==> src/rtl/ifu.sv <==
// Instruction fetch unit: issues one fetch at the current PC, holds the
// returned instruction until the execute stage accepts it, then loads the
// next PC. A misaligned next PC parks the unit in a sticky error state that
// only reset clears.
//
// Handshake rules:
//   imem side  : imem_req_o is high for the whole FETCH state and the fetch
//                completes on the first cycle with imem_ack_i=1 (this may be
//                the same cycle the request first appears). Acks arriving in
//                any other state are ignored.
//   decode side: inst_valid_o stays high with inst_o/pc_o stable until
//                inst_valid_o && inst_ready_i. new_pc_i is sampled only then.
//                inst_ready_i has no effect while inst_valid_o is low.
module ifu #(
    parameter int                    DATA_WIDTH = 64,
    parameter logic [DATA_WIDTH-1:0] RESET_PC   = '0,
    parameter int                    INST_WIDTH = 32
) (
    input  logic                  clk,
    input  logic                  rst,
    output logic                  imem_req_o,
    output logic [DATA_WIDTH-1:0] imem_addr_o,
    input  logic                  imem_ack_i,
    input  logic [INST_WIDTH-1:0] imem_rdata_i,
    output logic                  inst_valid_o,
    input  logic                  inst_ready_i,
    output logic [INST_WIDTH-1:0] inst_o,
    output logic [DATA_WIDTH-1:0] pc_o,
    input  logic [DATA_WIDTH-1:0] new_pc_i,
    output logic                  fetch_error_o,
    output logic [DATA_WIDTH-1:0] inst_count_o,
    output logic [1:0]            dbg_state_o
);

    typedef enum logic [1:0] {
        ST_FETCH = 2'd0,
        ST_VALID = 2'd1,
        ST_ERR   = 2'd2
    } state_t;

    state_t                r_state;
    logic [DATA_WIDTH-1:0] r_pc;
    logic [INST_WIDTH-1:0] r_inst;
    logic [DATA_WIDTH-1:0] r_count;
    logic                  w_handshake;

    assign w_handshake = (r_state == ST_VALID) && inst_ready_i;

    // FSM plus PC, instruction latch and accepted-instruction counter.
    always_ff @(posedge clk) begin
        if (rst) begin
            r_state <= ST_FETCH;
            r_pc    <= RESET_PC;
            r_inst  <= '0;
            r_count <= '0;
        end else begin
            case (r_state)
                ST_FETCH: begin
                    if (imem_ack_i) begin
                        r_inst  <= imem_rdata_i;
                        r_state <= ST_VALID;
                    end
                end
                ST_VALID: begin
                    if (w_handshake) begin
                        r_pc    <= new_pc_i;
                        r_count <= r_count + 1'b1;
                        r_state <= (new_pc_i[1:0] == 2'b00) ? ST_FETCH : ST_ERR;
                    end
                end
                ST_ERR: begin
                    r_state <= ST_ERR;
                end
                default: begin
                    r_state <= ST_ERR;
                end
            endcase
        end
    end

    // Outputs decode from registered state only; nothing reaches them
    // combinationally from inst_ready_i or new_pc_i.
    assign imem_req_o    = (r_state == ST_FETCH);
    assign inst_valid_o  = (r_state == ST_VALID);
    assign fetch_error_o = (r_state == ST_ERR);
    assign imem_addr_o   = r_pc;
    assign pc_o          = r_pc;
    assign inst_o        = r_inst;
    assign inst_count_o  = r_count;
    assign dbg_state_o   = r_state;

endmodule

==> config.mk <==
export PLATFORM = sky130hd
export DESIGN_NAME = ifu
export DESIGN_NICKNAME = d
export VERILOG_FILES = /design/src/rtl/ifu.sv
export SDC_FILE = /design/constraint.sdc
export NUM_CORES = 1
export LEC_CHECK = 0
export ABC_AREA = 1
export CORE_AREA = 4 4 131 164
export CTS_CLUSTER_DIAMETER = 50
export DETAILED_ROUTE_END_ITERATION = 16
export DIE_AREA = 0 0 135 168
export GPL_ROUTABILITY_DRIVEN = 0
export MAX_ROUTING_LAYER = met4
export PLACE_DENSITY = 0.77
export RECOVER_POWER = 50
export SYNTH_ARGS = -nofsm -noshare
export SYNTH_HDL_FRONTEND = slang
export SYNTH_SLANG_ARGS = --single-unit
==> constraint.sdc <==
create_clock -name clk -period 1.5 [get_ports clk]
set_input_delay 0.45 -clock clk [delete_from_list [all_inputs] [get_ports clk]]
set_output_delay 0.45 -clock clk [all_outputs]
set_load 0.005 [all_outputs]
==> metrics.txt <==
CP Launch Type register; Rows 58; Final Hold Fails 0; chip height 168 µm; Primary FF master, synth dfxtp_1; Crit Path Class reg -> reg; number of max-cap violations 0; Power Total 0.01048 W; Fin Hold WS 0.4622 ns; wire length on met3 3.361 mm; first-pass GRT wire length 48.81 mm; Tcrit/Tclk final 130.0%; Starting Density 38.29%; synth warn 0; Via Count 10353; Detail Placement HPWL 21.28 mm; hold buffer count at CTS 0; failing checks setup timing; antenna-violating nets left 0; Initial DRT Pass Iterations 7; PnR worst setup slack -0.4507 ns; met2 WL 18.98 mm; Post-synth EDFFs 0; Worst VDD drop 0.0007316 V; setup TNS -17.99 ns; drt drc 0; Critical Path Sink Type register; core area 19960 µm²; Final min period 1.951 ns; pwr dens 695.9 nW/µm²; WL final 38.74 mm; Max H-tree Level 4; Seq cells post-synth 162; initial antenna violation count 0; RSZ-0062 raised after global routing yes; die width 135 µm; register area share after synthesis 42.44%; 1st-iter DRT viols 786; Die ar. 22680 µm²; critical path data required time 1.82 ns; Cell variety after synth 34; Async SR Flop Fraction 0%; antenna fix cells 0; share of layout cells above drive strength 1 47.27%; Max Used Layer met4; CP arrival 2.27 ns; Synth Cell Area 7641 µm²; Overall Global Routing Usage 27.60%; root buffer cell clkbuf_16; post-synthesis instance total 1111; Mean Syn Cell Area 6.878 µm²; clock sinks 162; vias in the first global route 9505; CP max FO 3; worst-margin pin slew 0.4097 ns; maximum root-to-sink buffer count 2; Area Overhead vs Synth 97.10%; Nets 1736; Leakage Power 6.771 nW; CTS tree yes; status finished, violations left; pin count of the biggest net entering global routing 81; worst min path class in -> reg; cts bufs inserted 17; Met1 Wirelength 13.04 mm; Fmax 512.6 MHz; Skew-Pair Late Insertion Delay 0.43 ns; Final Max Tran Viols 0; gr ovfl total 0; clock skew 0.01004 ns; slew margin rel. 72.48%; CTS clock-pin slew for the worst setup and hold paths 0.07 ns; routed len/inst 20.20 µm; IO Pins 329; endpoints failing setup 132; Net Count, Synth 1212; PortBufs 328; vias per inst 5.398
[placed cells by master, fill, tap and decap left out, types with 6 or more instances in the layout]
cell type	synthesis	routed
clkdlybuf4s50_1	0	97
nand3_1	39	9
dfxtp_4	0	28
buf_4	65	188
nand2_4	2	47
buf_6	2	82
dfxtp_2	0	93
nand3_4	0	10
nand4_1	21	21
clkdlybuf4s15_1	0	61
a21oi_2	0	45
clkbuf_16	0	22
inv_1	65	55
inv_6	0	6
nor2_1	215	156
clkbuf_2	0	23
buf_12	0	18
o21ai_1	1	12
buf_2	8	36
dfxtp_1	162	41
nor2_2	5	22
dlygate4sd2_1	0	91
o21ai_0	50	36
nand3_2	3	23
nor2_4	11	53
nand2_2	4	34
nand2_1	292	214
inv_2	3	9
a21oi_1	97	52
[what timing repair did]
item,CTS,global route
buffers inserted,94,44
cloned,2,7
gates resized for setup,716,397
pin swaps,51,104
setup endpoints to repair,290,226
[synthesized netlist by cell type (all sizes together) (2+ instances only)]
library cell  count  share of area (%)
nand4            21                1.7
buf              76                7.3
xor2              4               0.46
o21a              2               0.20
a31oi             3               0.25
o21bai            2               0.20
xnor2             4               0.46
nor3             11               0.87
clkbuf           28                1.4
nand3            42                2.9
o21ai            51                3.3
inv              68                3.3
dfxtp           162                 42
nand3b            5               0.49
a21oi            97                6.4
nor2            232                 13
nand2           298                 15
[per-stage QoR]
stage | util (%) | std cells | area, µm² | setup WS, ns
floorplan | - | 1111 | 7646 | 0.02657
global placement | 59.17 | 1750 | 11810 | -0.5607
detailed placement | 59.17 | 1750 | 11810 | -0.6438
CTS | 67.44 | 1877 | 13460 | -0.1520
global route | 75.47 | 1918 | 15060 | -0.5578
finish | 75.47 | 1918 | 15060 | -0.4507
[power by group]
| part | internal (W) | switching, W |
|---|---|---|
| registers | 0.00442 | 0.000101 |
| clock network | 0.00239 | 0.00199 |
| logic | 0.000859 | 0.000718 |
| total | 0.00767 | 0.00281 |
[worst paths after layout]
| check | startpoint | endpoint | slack [ns] | cells past startpoint |
|---|---|---|---|---|
| worst max-delay path | inst_count_o[35] | inst_count_o[41] | -0.45 | 8 |
| worst max register to register | inst_count_o[35] | inst_count_o[41] | -0.45 | 8 |
| worst min register to register | imem_addr_o[42] | imem_addr_o[42] | 0.47 | 2 |
| worst min-delay path | rst | imem_addr_o[2] | 0.46 | 3 |
[worst max-delay path, stage by stage (launching register included)]
cell and delay, ns:
dfxtp_2 0.33, buf_4 0.12, nand2_1 0.11, nor2_2 0.33, nand4_1 0.27, nand3b_1 0.28
nand2_1 0.11, nand2_1 0.06, a21oi_1 0.24
[routing by layer]
layer | GRT usage [%] | vias to the layer above
met5 | - | -
met4 | 13.90 | 0
met3 | 5.738 | 281
met2 | 49.01 | 727
met1 | 28.72 | 4812
li1 | - | 4533
[cell families after synthesis]
logic type	after synthesis	share of synthesized area [%]
AND/OR/NAND/NOR	611	34.01
flip-flops	162	42.44
AO/OA/AOI/OAI	156	10.45
buffers and inverters	173	12.02
adder cells (fa/ha/maj)	1	0.1637
XOR/XNOR	8	0.9169
[sequential cells by signal, summed over array words and instances (netlist names)]
signal and cells:
inst_count_o 64, dbg_state_o 2, inst_o 32, imem_addr_o 64
[final cells by class]
| type | instances | area, µm² |
|---|---|---|
| inverter | 69 | 279.0 |
| multi-input combinational | 776 | 4771 |
| tap | 270 | 337.8 |
| timing repair buffer | 609 | 5628 |
| fill | 1254 | 4896 |
| clock buffer | 18 | 439.2 |
| clock inverter | 14 | 141.4 |
| sequential | 162 | 3465 |
No activity file was read; power rests on OpenSTA's default activity.
